$ cat src/rtl/mem_handle_cache.sv
// mem_handle_cache: single-line write-back cache between one mem_handle
// requester and a backing memory controller. One line of 2**CACHE_BITS
// words with a per-word dirty bit; per-request write-through and
// read-through bypass; flush writes back dirty words and invalidates.
// Memory operations are strictly sequential with one outstanding request.
// A request is also taken in the RESP cycle because avail is already high
// there, so a requester that trusts avail never loses a request.
module mem_handle_cache #(
  parameter int ADDR_SIZE  = 23,
  parameter int DATA_SIZE  = 32,
  parameter int CACHE_BITS = 3
) (
  input  logic                 clk,
  input  logic                 rst_n,
  input  logic [ADDR_SIZE-1:0] h_region_begin,
  input  logic [ADDR_SIZE-1:0] h_region_end,
  input  logic [ADDR_SIZE-1:0] h_ptr,
  input  logic                 h_r_en,
  input  logic                 h_w_en,
  input  logic                 h_write_through,
  input  logic                 h_read_through,
  input  logic [DATA_SIZE-1:0] h_data_store,
  input  logic                 h_flush,
  output logic                 h_avail,
  output logic                 h_done,
  output logic                 h_err,
  output logic [DATA_SIZE-1:0] h_data_load,
  output logic [ADDR_SIZE-1:0] mem_addr,
  output logic                 mem_rd,
  output logic                 mem_wr,
  output logic [DATA_SIZE-1:0] mem_wdata,
  input  logic [DATA_SIZE-1:0] mem_rdata,
  input  logic                 mem_ack
);

  localparam int LINE_WORDS = 1 << CACHE_BITS;
  localparam int TAG_BITS   = ADDR_SIZE - CACHE_BITS;

  localparam logic [CACHE_BITS-1:0] LAST_WORD = '1;
  localparam logic [CACHE_BITS-1:0] WORD_ZERO = '0;
  localparam logic [LINE_WORDS-1:0] BIT_ZERO  = {{(LINE_WORDS-1){1'b0}}, 1'b1};

  localparam logic [2:0] IDLE = 3'd0;
  localparam logic [2:0] WB   = 3'd1;
  localparam logic [2:0] FILL = 3'd2;
  localparam logic [2:0] MRD  = 3'd3;
  localparam logic [2:0] MWR  = 3'd4;
  localparam logic [2:0] RESP = 3'd5;

  logic [2:0]            state;
  logic [DATA_SIZE-1:0]  line_data [LINE_WORDS];
  logic [LINE_WORDS-1:0] dirty;
  logic                  line_valid;
  logic [TAG_BITS-1:0]   line_tag;

  logic [TAG_BITS-1:0]   req_tag;
  logic [CACHE_BITS-1:0] req_word;
  logic [DATA_SIZE-1:0]  req_data;
  logic                  req_is_flush;
  logic                  req_is_write;
  logic [CACHE_BITS-1:0] fill_idx;
  logic                  err_flag;

  logic [TAG_BITS-1:0]   ptr_tag;
  logic [CACHE_BITS-1:0] ptr_word;
  logic                  in_region;
  logic                  ptr_hit;
  logic                  any_dirty;
  logic                  can_accept;
  logic                  new_req;
  logic                  ack_valid;
  logic [CACHE_BITS-1:0] wb_idx;
  logic [LINE_WORDS-1:0] dirty_rest;
  logic [CACHE_BITS-1:0] wb_next_idx;
  logic [CACHE_BITS-1:0] fill_next_idx;

  // Lowest set bit of a dirty mask; write-back walks the line in ascending order.
  function automatic logic [CACHE_BITS-1:0] first_set(input logic [LINE_WORDS-1:0] vec);
    logic [CACHE_BITS-1:0] idx;
    idx = '0;
    for (int i = LINE_WORDS - 1; i >= 0; i--) begin
      if (vec[i]) idx = CACHE_BITS'(i);
    end
    return idx;
  endfunction

  // Request decode, hit detection and write-back / fill sequencing helpers.
  always_comb begin
    ptr_tag       = h_ptr[ADDR_SIZE-1:CACHE_BITS];
    ptr_word      = h_ptr[CACHE_BITS-1:0];
    in_region     = (h_ptr >= h_region_begin) && (h_ptr < h_region_end);
    ptr_hit       = line_valid && (line_tag == ptr_tag);
    any_dirty     = |dirty;
    can_accept    = (state == IDLE) || (state == RESP);
    new_req       = can_accept && (h_r_en || h_w_en || h_flush);
    ack_valid     = mem_ack && (mem_rd || mem_wr);
    wb_idx        = first_set(dirty);
    dirty_rest    = dirty & ~(BIT_ZERO << wb_idx);
    wb_next_idx   = first_set(dirty_rest);
    fill_next_idx = fill_idx + 1'b1;
  end

  // Requester-facing status is decoded straight from the state register.
  always_comb begin
    h_avail = can_accept;
    h_done  = (state == RESP);
    h_err   = (state == RESP) && err_flag;
  end

  // Main controller: accepts requests, runs write-back, fill and bypass
  // memory operations, and maintains the line contents.
  always_ff @(posedge clk or negedge rst_n) begin
    if (!rst_n) begin
      state        <= IDLE;
      dirty        <= '0;
      line_valid   <= 1'b0;
      line_tag     <= '0;
      req_tag      <= '0;
      req_word     <= '0;
      req_data     <= '0;
      req_is_flush <= 1'b0;
      req_is_write <= 1'b0;
      fill_idx     <= '0;
      err_flag     <= 1'b0;
      h_data_load  <= '0;
      mem_addr     <= '0;
      mem_rd       <= 1'b0;
      mem_wr       <= 1'b0;
      mem_wdata    <= '0;
      for (int i = 0; i < LINE_WORDS; i++) line_data[i] <= '0;
    end else begin
      case (state)
        IDLE, RESP: begin
          state    <= IDLE;
          err_flag <= 1'b0;
          if (new_req) begin
            req_tag      <= ptr_tag;
            req_word     <= ptr_word;
            req_data     <= h_data_store;
            req_is_flush <= h_flush;
            req_is_write <= !h_flush && h_w_en;
            if (h_flush) begin
              if (any_dirty) begin
                mem_addr  <= {line_tag, wb_idx};
                mem_wdata <= line_data[wb_idx];
                mem_wr    <= 1'b1;
                state     <= WB;
              end else begin
                line_valid <= 1'b0;
                state      <= RESP;
              end
            end else if (!in_region) begin
              err_flag <= 1'b1;
              state    <= RESP;
            end else if (h_w_en) begin
              if (h_write_through) begin
                if (ptr_hit) begin
                  line_data[ptr_word] <= h_data_store;
                  dirty[ptr_word]     <= 1'b0;
                end
                mem_addr  <= h_ptr;
                mem_wdata <= h_data_store;
                mem_wr    <= 1'b1;
                state     <= MWR;
              end else if (ptr_hit) begin
                line_data[ptr_word] <= h_data_store;
                dirty[ptr_word]     <= 1'b1;
                state               <= RESP;
              end else if (any_dirty) begin
                mem_addr  <= {line_tag, wb_idx};
                mem_wdata <= line_data[wb_idx];
                mem_wr    <= 1'b1;
                state     <= WB;
              end else begin
                mem_addr   <= {ptr_tag, WORD_ZERO};
                mem_rd     <= 1'b1;
                fill_idx   <= '0;
                line_valid <= 1'b0;
                state      <= FILL;
              end
            end else begin
              if (h_read_through) begin
                if (ptr_hit && dirty[ptr_word]) begin
                  h_data_load <= line_data[ptr_word];
                  state       <= RESP;
                end else begin
                  mem_addr <= h_ptr;
                  mem_rd   <= 1'b1;
                  state    <= MRD;
                end
              end else if (ptr_hit) begin
                h_data_load <= line_data[ptr_word];
                state       <= RESP;
              end else if (any_dirty) begin
                mem_addr  <= {line_tag, wb_idx};
                mem_wdata <= line_data[wb_idx];
                mem_wr    <= 1'b1;
                state     <= WB;
              end else begin
                mem_addr   <= {ptr_tag, WORD_ZERO};
                mem_rd     <= 1'b1;
                fill_idx   <= '0;
                line_valid <= 1'b0;
                state      <= FILL;
              end
            end
          end
        end

        WB: begin
          if (ack_valid) begin
            dirty[wb_idx] <= 1'b0;
            if (|dirty_rest) begin
              mem_addr  <= {line_tag, wb_next_idx};
              mem_wdata <= line_data[wb_next_idx];
            end else begin
              mem_wr <= 1'b0;
              if (req_is_flush) begin
                line_valid <= 1'b0;
                state      <= RESP;
              end else begin
                mem_addr   <= {req_tag, WORD_ZERO};
                mem_rd     <= 1'b1;
                fill_idx   <= '0;
                line_valid <= 1'b0;
                state      <= FILL;
              end
            end
          end
        end

        FILL: begin
          if (ack_valid) begin
            line_data[fill_idx] <= mem_rdata;
            if (fill_idx == LAST_WORD) begin
              mem_rd     <= 1'b0;
              line_valid <= 1'b1;
              line_tag   <= req_tag;
              dirty      <= '0;
              state      <= RESP;
              if (req_is_write) begin
                line_data[req_word] <= req_data;
                dirty[req_word]     <= 1'b1;
              end else begin
                h_data_load <= (req_word == LAST_WORD) ? mem_rdata : line_data[req_word];
              end
            end else begin
              fill_idx <= fill_next_idx;
              mem_addr <= {req_tag, fill_next_idx};
            end
          end
        end

        MRD: begin
          if (ack_valid) begin
            mem_rd      <= 1'b0;
            h_data_load <= mem_rdata;
            state       <= RESP;
          end
        end

        MWR: begin
          if (ack_valid) begin
            mem_wr <= 1'b0;
            state  <= RESP;
          end
        end

        default: begin
          state  <= IDLE;
          mem_rd <= 1'b0;
          mem_wr <= 1'b0;
        end
      endcase
    end
  end

endmodule
$ cat config.mk
export PLATFORM = sky130hd
export DESIGN_NAME = mem_handle_cache
export DESIGN_NICKNAME = d
export VERILOG_FILES = /design/src/rtl/mem_handle_cache.sv
export SDC_FILE = /design/constraint.sdc
export NUM_CORES = 2
export LEC_CHECK = 0
export BUFFER_PORTS_ARGS = -buffer_cell sky130_fd_sc_hd__buf_2
export CORE_MARGIN = 4
export CORE_UTILIZATION = 53
export DETAILED_ROUTE_END_ITERATION = 7
export PLACE_DENSITY = 0.73
export SLEW_MARGIN = 20
export SYNTH_ARGS = -nofsm -noshare
export SYNTH_HDL_FRONTEND = slang
export SYNTH_SLANG_ARGS = --single-unit
export TNS_END_PERCENT = 100
$ cat constraint.sdc
create_clock -name clk -period 3.1 [get_ports clk]
set_input_delay 0.62 -clock clk [delete_from_list [all_inputs] [get_ports clk]]
set_output_delay 0.62 -clock clk [all_outputs]
set_load 0.03 [all_outputs]
== After elaboration in Yosys (flattened, before gate mapping) ==
Cells that the tools add are included.

* Reduce and logical (&&, ||, !) cells: 40
* Shifts and indexed selects: 1
* Bitwise operators: 14
* $lt $le $gt $ge: 16
* Equality and inequality tests: 36
* $mul: 0
* Multiplexer cells: 178
* Divide/modulo/power cells: 0
* $add $sub $neg: 1

{| class="wikitable"
|+ Operator list
! cell !! count
|-
| two-way mux 256 bit || 8
|-
| two-way mux 32 bit || 33
|-
| bitwise mux 256 bit || 3
|-
| one-hot mux 256 bit (2 select lines) || 1
|-
| binary-select mux 32 bit (select 3 bit) || 4
|-
| two-way mux 23 bit || 15
|-
| demux 32 bit (select 3 bit) || 3
|-
| two-way mux 3 bit || 44
|-
| one-hot mux 32 bit (3 select lines) || 1
|-
| two-way mux 8 bit || 11
|-
| one-hot mux 23 bit (3 select lines) || 1
|-
| one-hot mux 32 bit (2 select lines) || 1
|-
| two-way mux 1 bit || 42
|-
| != test 2 bit, second input constant || 16
|-
| AND reduction 9 bit || 3
|-
| bitwise AND 8 bit || 3
|-
| inverter 8 bit || 3
|-
| one-hot mux 8 bit (3 select lines) || 1
|-
| >= comparator 23 bit || 1
|-
| less-than comparator 23 bit || 1
|-
| AND reduction 11 bit || 2
|-
| != test 3 bit, second input constant || 7
|-
| == test 20 bit || 1
|-
| >= comparator 4 bit, second input constant || 5
|-
| 36 further kinds || 76
|}

* Bits of input ports: 141
* RAM bits: 0
* Memories: 0
* ROM bits: 0
* Register bits after elaboration: 438
* Latch bits: 0
* Word-level logic and storage cells: 310

== Longest topological paths before layout ==
* Depth in word-level cells: 26
* Gate-level depth with buffers: 15

== Worst setup path after synthesis ==
Ideal clock, no wire load.

* Path type: in2reg
* From: in h_ptr[0]
* To: reg line_data[170] (netlist bit)
* Path buffers: 5
* Setup time: 0.130 ns
* Cell stages on the path: 15
* Setup slack: -0.053 ns
* Arrival: 3.023 ns
* Cell sequence: buf_2 inv_1 ha_1 nand4_1 nor2_1 a221oi_1 nand2_1 or3_1 buf_2 a31oi_1 buf_2 or2_2 buf_2 clkbuf_1 o2bb2ai_1

* Word-level cells in the longest chain between the ends: 12
* Elaborated cells between the ends (all ways): 18

{| class="wikitable"
|+ Ends and longest elaborated chain
! element !! line !! text
|-
| from (decl) || 17 || <nowiki>input logic [ADDR_SIZE-1:0] h_ptr,</nowiki>
|-
| inverter 3 -> 4 bit (not written as such) || 158, 166 ||
|-
| >= comparator 4 bit (not written as such) or less-than comparator 4 x 1 -> 1 bit (tied branches) || 158, 166 ||
|-
| logical AND 1 bit (not written as such) || 158, 166 ||
|-
| two-way mux 32 bit (not written as such) || 158, 166 ||
|-
| demux 32 bit (select 3 bit) || 158, 166 ||
|-
| bitwise mux 256 bit || 158, 166 ||
|-
| two-way mux 256 bit || 157, 165 ||
|-
| two-way mux 256 bit || 155 || <nowiki>end else if (h_w_en) begin</nowiki>
|-
| two-way mux 256 bit || 152 || <nowiki>end else if (!in_region) begin</nowiki>
|-
| two-way mux 256 bit || 142 || <nowiki>if (h_flush) begin</nowiki>
|-
| two-way mux 256 bit || 136 || <nowiki>if (new_req) begin</nowiki>
|-
| one-hot mux 256 bit (2 select lines) || 132 || <nowiki>case (state)</nowiki>
|-
| to (signal, indexed assignment) || 158 || <nowiki>line_data[ptr_word] <= h_data_store;</nowiki>
|-
| to (signal, indexed assignment) || 166 || <nowiki>line_data[ptr_word] <= h_data_store;</nowiki>
|-
| to (signal, indexed assignment) || 234 || <nowiki>line_data[fill_idx] <= mem_rdata;</nowiki>
|-
| to (decl) || 51 || <nowiki>logic [DATA_SIZE-1:0] line_data [LINE_WORDS];</nowiki>
|}

Several ways; a longest one is shown, not always the timed one. The select of a mux whose other input is x is not followed.
A chain may end at the register's enable or synchronous reset.

==> impl_metrics.ini <==
[sta]
finalSetupViolCount = 0
period_share = 0.981
hold_viol = 0
whs_ps = 355
fin_crit_ps = 3040
fmax_mhz = 329
rsz0062_at_grt = true
fin_tns_setup_ps = 0
worstMarginPinSlew_ps = 1050
finalMaxSlewViolations = 0
slew_headroom = 0.300
fin_skew_ps = 43.1

[finish]
multi_input_area_sq_um = 22000
drive_gt1_frac = 0.219
area_delta_synth_final_pct = 18.1
fin_nets = 4441
seq_area_sq_um = 11000
design_area_sq_um = 41200
final_common_cell = dfrtp_1
final_cell_mix = dfrtp_1, nand2_1, mux2i_1, o21ai_0, buf_4
n_fill_cell = 5433

[global_route]
grt.total_usage = 0.462
met3_usage = 0.170
grt_max_degree = 86
grt_pass1_vias = 37700
busiest_layer = met2
grt.overflow.total = 0
use_met2 = 0.650
antenna_found_initial = 7
gr-usage-met1 = 0.593
grt_pass1_wl_um = 249000

[synthesis]
ys_types = 88
ys_seq_elements = 438
syn_avg_cell_area_sq_um = 8.52
synth_seq_area_share = 0.314
synthesis.area_sq_um = 34900
synthXorXnorAreaFrac = 0.00527
async_reset_ff_frac = 1.00
synth-edff-count = 0
synthCells = 4097
synth-compound-area-share = 0.340
synth_top_family_by_area = compound AO/OA/AOI/OAI gates
synthSimpleGateAreaFrac = 0.105
synthMuxAreaShare = 0.153
synthAdderAreaFrac = 0.0168
synth_warnings = 0
ys.flop_type = dfrtp_1
syn_nets = 4285

[placed_design]
io_buffers = 232
gp_routability_congestion = 1.05
dp_hpwl_um = 107000
placed_area_sq_um = 39300

[clock_tree]
cts_sinks = 438
cts_buffers = 52
ctsHtreeMaxLevel = 2
cts-root-buf = clkbuf_16
clkTransAtPathRegs_ps = 70
clock_latency_ps = 650
clockBufferDepth = 3
cts_tree = done

[power]
p_total_mw = 34.1
pwr_density_cell_nw_per_um2 = 826
p_leak_nw = 17.7
ir_worst_vdd_v = 0.000668

[route]
drc = 48
wl_um = 170000
via_count = 39900
antenna_left = 0
firstDrtPassIters = 8
wire_per_inst_um = 33.0
drt_first_iter_violations = 7110
avgViaCountPerCell = 7.74

[floorplanning]
initial_core_util = 0.539
die_x_um = 265
rows = 93
dieArea_sq_um = 70100
io_pins = 233
core_area_sq_um = 64800
die_h_um = 265

[worst_hold_path]
hold_path_class = in2reg

[critical_path]
path_max_fanout = 38
worstPathArrival_ps = 3550
worstPathRequired_ps = 3610
critPathKind = reg2reg
startpoint_type = register
endpoint_kind = register

[run_status]
failed_checks = DRC
status = finished, violations left

[flow_run]
drv_cap = 0
[worst max-delay path, cell delays in order, from the launching register on]
cell	delay (ps)
dfrtp_1	490
nor4_2	320
buf_4	210
a21oi_1	80
o21ai_2	240
and2_4	350
buf_6	230
buf_12	270
mux2i_1	240
o221ai_1	160
o31a_1	310
[final cells by class]
cell class              instances  area share
flip-flops and latches        438       0.266
inverters                      64     0.00585
clock inverters                24     0.00658
clock buffers                  70      0.0364
repair buffers                610       0.125
diodes                          6    0.000364
well taps                     855      0.0259
multi-input cells            3087       0.534
[where the power goes]
| group | internal (mW) | total (mW) | leakage [nW] | switching [mW] |
|---|---|---|---|---|
| clock network | 3.80 | 6.57 | 0.863 | 2.77 |
| registers | 6.77 | 8.87 | 5.89 | 2.10 |
| logic | 6.75 | 18.6 | 11.0 | 11.9 |
| total | 17.3 | 34.1 | 17.7 | 16.7 |
[per-stage QoR]
step / utilization / cells / worst slack, ps
finish: 0.636 / 5154 / 60.3
floorplan: - / 4097 / -13.1
detailed placement: 0.606 / 5041 / -519
global route: 0.636 / 5151 / -57.8
global placement: 0.606 / 5041 / -454
CTS: 0.634 / 5136 / 16.8
[synth_stat cells, types with 47 or more instances]
master | n | area, sq um
mux2_2 | 137 | 1540
a2bb2oi_1 | 192 | 1680
o221ai_1 | 75 | 657
nor2_1 | 192 | 721
buf_2 | 81 | 405
a21oi_1 | 148 | 741
dfrtp_1 | 438 | 11000
o2bb2ai_1 | 73 | 639
buf_1 | 71 | 267
o21ai_0 | 345 | 1730
ha_1 | 47 | 588
nand2_1 | 413 | 1550
inv_1 | 62 | 233
a22oi_1 | 214 | 1610
o22ai_1 | 272 | 1700
clkbuf_1 | 348 | 1310
mux2i_1 | 349 | 3490
[final timing paths]
path | start | depth (start not counted) | slack [ps] | to
max | register | 10 | 60 | mem_wdata[11]
min | h_flush | 3 | 350 | req_is_flush
max reg2reg | register | 10 | 60 | mem_wdata[11]
min reg2reg | h_data_load[5] | 1 | 480 | h_data_load[5]
max in group asynchronous | rst_n | 4 | 1710 | h_data_load[15]
min in group asynchronous | rst_n | 2 | 550 | req_tag[8]
[repair_timing]
action | in CTS | in global routing
hold endpoints to repair | 42 | 0
setup endpoints to repair | 4 | 61
resized for setup | 4 | 10
cloned | 0 | 1
setup buffers | 0 | 11
pin swaps | 0 | 7
hold buffers | 1 | 0
[sequential cells by signal, summed over array words and instances (netlist names), named ones only]
name          count
err_flag          1
fill_idx          3
h_data_load      32
line_data       256
line_tag         20
line_valid        1
mem_addr         23
mem_rd            1
mem_wdata        32
mem_wr            1
req_data         32
req_is_flush      1
req_is_write      1
req_tag          20
req_word          3
state             3
[kinds of logic (layout without fill, tap and decap cells)]
family	count (synthesis)	after routing
multiplexers	501	501
AO/OA/AOI/OAI	1685	1685
XOR/XNOR	21	21
buffers and inverters	573	768
other	0	6
AND/OR/NAND/NOR	832	833
flip-flops	438	438
adder cells (fa/ha/maj)	47	47
[metal layers]
layer | share of wire | vias up
li1 | - | 16100
met1 | 0.34 | 18700
met2 | 0.39 | 3912
met3 | 0.17 | 1188
met4 | 0.094 | 6
met5 | 0.00025 | -
Power figures use the tool's default switching activity.
